===== src/rtl/seq_detector_param.sv =====
// Serial pattern detector with a run-time loadable pattern of 1..PAT_W bits,
// overlap/non-overlap modes, a registered match pulse and a saturating match counter.
module seq_detector_param #(
    parameter int               PAT_W           = 4,
    parameter int               CNT_W           = 8,
    parameter logic [PAT_W-1:0] DEFAULT_PAT     = PAT_W'(4'b1011),
    parameter bit               DEFAULT_OVERLAP = 1'b1
) (
    input  logic                    clk,
    input  logic                    rst,
    input  logic                    in_valid,
    input  logic                    i,
    input  logic                    cfg_load,
    input  logic [PAT_W-1:0]        cfg_pattern,
    input  logic [$clog2(PAT_W):0]  cfg_len,
    input  logic                    cfg_overlap,
    input  logic                    cnt_clr,
    output logic                    out,
    output logic [CNT_W-1:0]        match_count,
    output logic [$clog2(PAT_W):0]  fill
);
    localparam int LEN_W = $clog2(PAT_W) + 1;
    localparam logic [LEN_W-1:0] LEN_MAX = LEN_W'(PAT_W);
    localparam logic [CNT_W-1:0] CNT_MAX = {CNT_W{1'b1}};

    logic [PAT_W-1:0] hist;
    logic [PAT_W-1:0] pat;
    logic [LEN_W-1:0] len;
    logic             ovl;

    logic [PAT_W-1:0] hist_next;
    logic [PAT_W-1:0] mask;
    logic [LEN_W-1:0] fill_inc;
    logic [LEN_W-1:0] len_clamp;
    logic [CNT_W-1:0] cnt_base;
    logic [CNT_W-1:0] cnt_next;
    logic             match;

    assign hist_next = {hist[PAT_W-2:0], i};
    assign fill_inc  = (fill >= len) ? len : fill + LEN_W'(1);

    // Only the low len bits of history and pattern take part in the compare.
    always_comb begin
        mask = '0;
        for (int b = 0; b < PAT_W; b++)
            mask[b] = (b < int'(len));
    end

    assign match = in_valid && !cfg_load && (fill_inc == len)
                   && (((hist_next ^ pat) & mask) == '0);

    always_comb begin
        len_clamp = cfg_len;
        if (cfg_len == '0)
            len_clamp = LEN_W'(1);
        else if (cfg_len > LEN_MAX)
            len_clamp = LEN_MAX;
    end

    // Clear takes effect before a same-cycle match is counted.
    assign cnt_base = cnt_clr ? '0 : match_count;
    assign cnt_next = (match && cnt_base != CNT_MAX) ? cnt_base + CNT_W'(1) : cnt_base;

    always_ff @(posedge clk) begin
        if (rst) begin
            pat         <= DEFAULT_PAT;
            len         <= LEN_MAX;
            ovl         <= DEFAULT_OVERLAP;
            hist        <= '0;
            fill        <= '0;
            out         <= 1'b0;
            match_count <= '0;
        end else begin
            match_count <= cnt_next;
            if (cfg_load) begin
                pat  <= cfg_pattern;
                len  <= len_clamp;
                ovl  <= cfg_overlap;
                fill <= '0;
                out  <= 1'b0;
            end else if (in_valid) begin
                hist <= hist_next;
                out  <= match;
                fill <= (match && !ovl) ? '0 : fill_inc;
            end else begin
                out <= 1'b0;
            end
        end
    end
endmodule


===== config.mk =====
export PLATFORM = sky130hd
export DESIGN_NAME = seq_detector_param
export DESIGN_NICKNAME = d
export VERILOG_FILES = /design/src/rtl/seq_detector_param.sv
export SDC_FILE = /design/constraint.sdc
export NUM_CORES = 1
export LEC_CHECK = 0
export ABC_AREA = 0
export CAP_MARGIN = 25
export CORE_MARGIN = 3
export CORE_UTILIZATION = 25
export DETAILED_ROUTE_END_ITERATION = 16
export DONT_BUFFER_PORTS = 1
export HOLD_SLACK_MARGIN = 0.05
export MAX_ROUTING_LAYER = met4
export SLEW_MARGIN = 40
export SYNTH_ARGS = -nofsm -noshare
export SYNTH_HDL_FRONTEND = slang
export SYNTH_SLANG_ARGS = --single-unit

===== constraint.sdc =====
create_clock -name clk -period 6.25 [get_ports clk]
set_clock_uncertainty 0.15 [all_clocks]
set_input_delay 0.625 -clock clk [delete_from_list [all_inputs] [get_ports clk]]
set_output_delay 0.625 -clock clk [all_outputs]
set_load 0.02 [all_outputs]

### After elaboration in Yosys (flattened, before gate mapping)

Index checks and enable logic that the tools add are counted.

| cells by class | value |
|---|---|
| multiplexer cells | 6 |
| add/sub/neg operators | 2 |
| order comparisons | 6 |
| reductions and logical operators | 12 |
| bitwise gates (word level) | 4 |
| equal/unequal tests | 2 |

Operator list:

| operator | number |
|---|---|
| 2-to-1 mux 8 bit | 2 |
| 2-to-1 mux 3 bit | 4 |
| adder 8 x 1 -> 8 bit (second input constant) | 1 |
| != test 8 bit (second input constant) | 1 |
| less-than comparator 1 x 3 -> 1 bit (first input constant) | 2 |
| less-than comparator 2 x 3 -> 1 bit (first input constant) | 2 |
| logical AND 1 bit | 5 |
| AND 4 bit | 1 |
| logical NOT 4 bit | 1 |
| bitwise XOR 4 bit | 1 |
| adder 3 x 1 -> 3 bit (second input constant) | 1 |
| == test 3 bit | 1 |
| greater-or-equal comparator 3 bit | 1 |
| > comparator 3 bit (second input constant) | 1 |
| logical NOT 3 bit | 1 |
| OR reduction 3 bit | 1 |
| logical NOT 1 bit | 2 |
| inverter 1 bit | 2 |
| AND reduction 2 bit | 1 |
| OR reduction 2 bit | 1 |

| word-level totals | value |
|---|---|
| input bits | 14 |
| register bits after elaboration | 23 |
| output and inout port bits | 12 |
| word-level logic and storage cells | 39 |

### Depth between registers and ports, before layout

| logic depth | value |
|---|---|
| depth after elaboration | 7 |
| mapped depth | 8 |
| gate-level depth less buffers | 7 |

### Worst setup path before layout

Ideal clock, no wire load.

| timing path | value |
|---|---|
| path type | reg2reg |
| start point | reg fill[0] |
| end point | reg match_count[6] |
| setup time | 0.132 ns |
| period minus slack after synthesis | 2.452 ns |
| buffers on the path | 1 |
| required time | 5.968 ns |
| cell stages (with the launch flop) | 9 |
| data arrival time | 2.170 ns |
| slack | 3.798 ns |
| cell sequence | dfxtp_1 -> inv_1 -> ha_1 -> nor2b_1 -> o21a_1 -> a2111o_1 -> clkbuf_1 -> o41ai_1 -> a21oi_1 |

| between the ends | value |
|---|---|
| longest elaborated chain between the ends | 7 |
| elaborated cells between the ends (all ways) | 8 |
| classes of those cells | add/sub (1); order compare (1); eq/ne (1); mux (2); reduce/logical (3) |

Ends and longest elaborated chain:

| element | RTL line | source |
|---|---|---|
| start: declaration | 20 | `output logic [$clog2(PAT_W):0] fill` |
| start signal: assignment | 84 | `fill <= (match && !ovl) ? '0 : fill_inc;` |
| adder 3 x 1 -> 3 bit / greater-or-equal comparator 3 bit (equally long branches) | 40 | `assign fill_inc = (fill >= len) ? len : fill + LEN_W'(1);` |
| 2-to-1 mux 3 bit * | 40 |  |
| == test 3 bit * | 49 | `assign match = in_valid && !cfg_load && (fill_inc == len)` |
| logical AND 1 bit * | 49 |  |
| logical AND 1 bit * | 50 | `&& (((hist_next ^ pat) & mask) == '0);` |
| logical AND 1 bit * | 62 | `assign cnt_next = (match && cnt_base != CNT_MAX) ? cnt_base + CNT_W'(1) : cnt_base;` |
| 2-to-1 mux 8 bit * | 62 |  |
| end signal: assignment | 74 | `match_count <= cnt_next;` |
| end: declaration | 19 | `output logic [CNT_W-1:0] match_count,` |

Every way passes the cells marked *; elsewhere a longest branch is shown, timed or not.
A chain may end at the register's enable or synchronous reset.

### Final worst setup path

| timing path | value |
|---|---|
| start point | reg fill[0] |
| end point | reg match_count[3] |

The elaborated chain is that of the path after synthesis.

==> summary.txt <==
GRT
  – Largest net degree at the start of global routing: 18
  – Global router's overall resource usage: 10.14%
  – Met1 global-route usage: 12.96%
  – Total congestion overflow: 0
  – Vias in the first global route: 959
  – Initial antenna violation count: 0
  – First-pass GRT wire length: 4754 um
  – Gr busiest metal: met2
  – M2 GR Usage: 14.54%
  – Met3 usage: 4.137%

Route
  – DRC: 0
  – ANT nets after route: 0
  – Vias per inst: 4.874
  – Pre-Repair DR Iteration Count: 6
  – Total number of vias: 1009
  – WL final: 2788 um
  – DRT iter0 DRCs: 37
  – WL/cell: 13.47 um

Logic synthesis
  – Most used DFF post-synth: dfxtp_1
  – Mapped Nets: 160
  – Post-synth EDFFs: 0
  – Largest cells by area after synthesis: dfxtp_1 38%, mux2i_1 8.2%, ha_1 5.1%, nand2_1 4.3%, xnor2_1 3.6%
  – Largest area contributor in the netlist: dfxtp_1
  – Synth Cell Area: 0.001225 sq mm
  – Synth Instances: 141
  – Synthesis-stage register bit count: 23
  – Post-synth top cells: 23 x dfxtp_1, 14 x nand2_1, 10 x mux2i_1, 10 x nor2_1
  – Synth top area share: 37.59%
  – Count leader, synth: dfxtp_1
  – Fraction of registers with async set/reset: 0%
  – Synth warn: 0
  – Count of cell types in the netlist: 34
  – Sequential-to-total area share from yosys stat: 37.59%
  – Avg Cell Area, Syn: 8.687 sq um

CTS
  – Inserted Clock Buffers: 3
  – Worst skew pair latency: 260 ps
  – Cts repair resizes: 0
  – Hold-fix buffers, CTS: 0
  – Root buffer cell: clkbuf_8
  – CTS tree: built
  – Clock sink total: 23
  – # H-tree levels: 1
  – Post-CTS Repair Setup Buffers: 0
  – Clock transition at path regs: 90 ps
  – Clock Tree Buf Depth: 2

Finish
  – Non-Filler Instances: 207
  – Register area: 460.4 sq um
  – Number of diodes: 0
  – Share of cells above drive strength 1: 2.817%
  – Fillers: 496
  – Fin nets: 162
  – Area occupied by multi-input gates: 723.2 sq um
  – P&R area growth vs syn: 9.398%

Placement
  – DP HPWL: 2134 um
  – Final RePlAce weighted congestion: 0.7922
  – Placed cell count: 203
  – IO Port Bufs: 0
  – Post-placement setup slack: 3514 ps

STA
  – Setup TNS: 0 ps
  – FMAX: 359.8 MHz
  – Final slew viol count: 0
  – Tmin final: 2779 ps
  – RSZ-0062 raised after global routing: false
  – Max_slew headroom: 66.97%
  – Final setup viols: 0
  – Worst setup margin: 3471 ps
  – Final period util: 44.47%
  – Worst hold slack: 273.5 ps
  – Final Hold Vio Count: 0
  – Least-Margin Pin Slew: 495.4 ps

Setup path
  – Worst EP required: 6300 ps
  – CP peak stage delay: 600 ps
  – Crit-path cells: inv_1, ha_1, nor2b_1, o21a_1, a2111o_1, or4_1, a21boi_1
  – Kind of critical path: reg -> reg
  – Worst Setup End Kind: register
  – Critical path's slowest cell: a2111o_1
  – Crit start category: register
  – CP Data Arrival Time: 2830 ps
  – Crit-path leading delay family: compound AO/OA/AOI/OAI gates
  – Critical Path Fanout Max: 17
  – Crit path buf inv count: 1

Floorplanning
  – Die span in x: 76.00 um
  – I/O pin cnt: 26
  – FP Rows: 24
  – Die area: 0.005775 sq mm
  – Die H: 76.00 um
  – Initial Utilization: 27.01%
  – CORE AREA: 0.004534 sq mm

Min path
  – HP Class: in -> reg

Run status
  – Status: completed

Power
  – LEAKAGE: 0.0004797 uW
  – Peak VDD IR: 0.09186 mV
  – PD cells: 207.5 mW/mm^2

Job
  – Max-cap violation count: 0
## metrics by stage
stage               util, %  instance area (sq um)  total power (uW)
floorplan                 -                   1225             184.0
global placement      28.56                   1295             188.1
detailed placement    28.56                   1295             188.2
CTS                   29.55                   1340             282.6
global route          29.55                   1340             291.4
finish                29.55                   1340             278.0
## logic make-up (layout without fill, tap and decap cells)
group	Yosys count	count (layout)	synth area share, %
buf+inv	11	12	3.371
mux	10	10	8.172
xor+xnor	7	7	5.005
flops	23	23	37.59
fa+ha+maj	5	5	5.107
compound gates	32	32	18.80
simple gates	53	53	21.96
## metal layers
metal	vias up	share of wire (%)	wire length [um]
met4	0	1.3	36
met2	13	43	1203
met3	2	7.0	194
li1	523	-	-
met5	-	0	0
met1	471	49	1353
## state kept, by name, indices dropped and copies added, names as in the netlist
signal	cells
pat	4
hist	3
len	3
ovl	1
out	1
fill	3
match_count	8
## worst paths after layout
check | startpoint | endpoint | slack, ps | cells past startpoint
worst min register to register | pat[0] | pat[0] | 350 | 2
worst min-delay path | rst | pat[2] | 270 | 1
worst max register to register | fill[0] | match_count[3] | 3470 | 7
worst max-delay path | fill[0] | match_count[3] | 3470 | 7
## power breakdown
group	switching [uW]	internal [uW]	total, uW
sequential	5.77	151	156
combinational	15.8	12.7	28.4
clock	47.8	45.4	93.2
total	69.3	209	278
## final cells by class
type                            instances  area share, %
Multi-Input combinational cell        107          53.97
Sequential cell                        23          34.36
Tap cell                               65          6.069
Clock buffer                            4          3.361
Inverter                                8          2.241
## placed cells by master, fill, tap and decap left out, drive strengths merged
| cell type | synthesis | layout |
|---|---|---|
| nor3 | 3 | 3 |
| inv | 8 | 8 |
| nand2 | 14 | 14 |
| o22ai | 2 | 2 |
| or2 | 1 | 1 |
| o21ai | 2 | 2 |
| nor2b | 5 | 5 |
| xnor2 | 5 | 5 |
| nor4 | 1 | 1 |
| a2111o | 2 | 2 |
| xor2 | 2 | 2 |
| or3 | 2 | 2 |
| dfxtp | 23 | 23 |
| o21a | 1 | 1 |
| and4 | 1 | 1 |
| nand3 | 4 | 4 |
| a211o | 1 | 1 |
| o32ai | 3 | 3 |
| and2 | 1 | 1 |
| o41ai | 3 | 3 |
| o31ai | 4 | 4 |
| mux2i | 10 | 10 |
| o2111ai | 1 | 1 |
| nand4 | 2 | 2 |
| or4 | 3 | 3 |
| a21boi | 2 | 2 |
| nand2b | 5 | 5 |
| and3 | 1 | 1 |
| ha | 5 | 5 |
| o211ai | 3 | 3 |
| nor2 | 10 | 10 |
| clkbuf | 2 | 4 |
| a21oi | 8 | 8 |
Power figures use the tool's default switching activity.
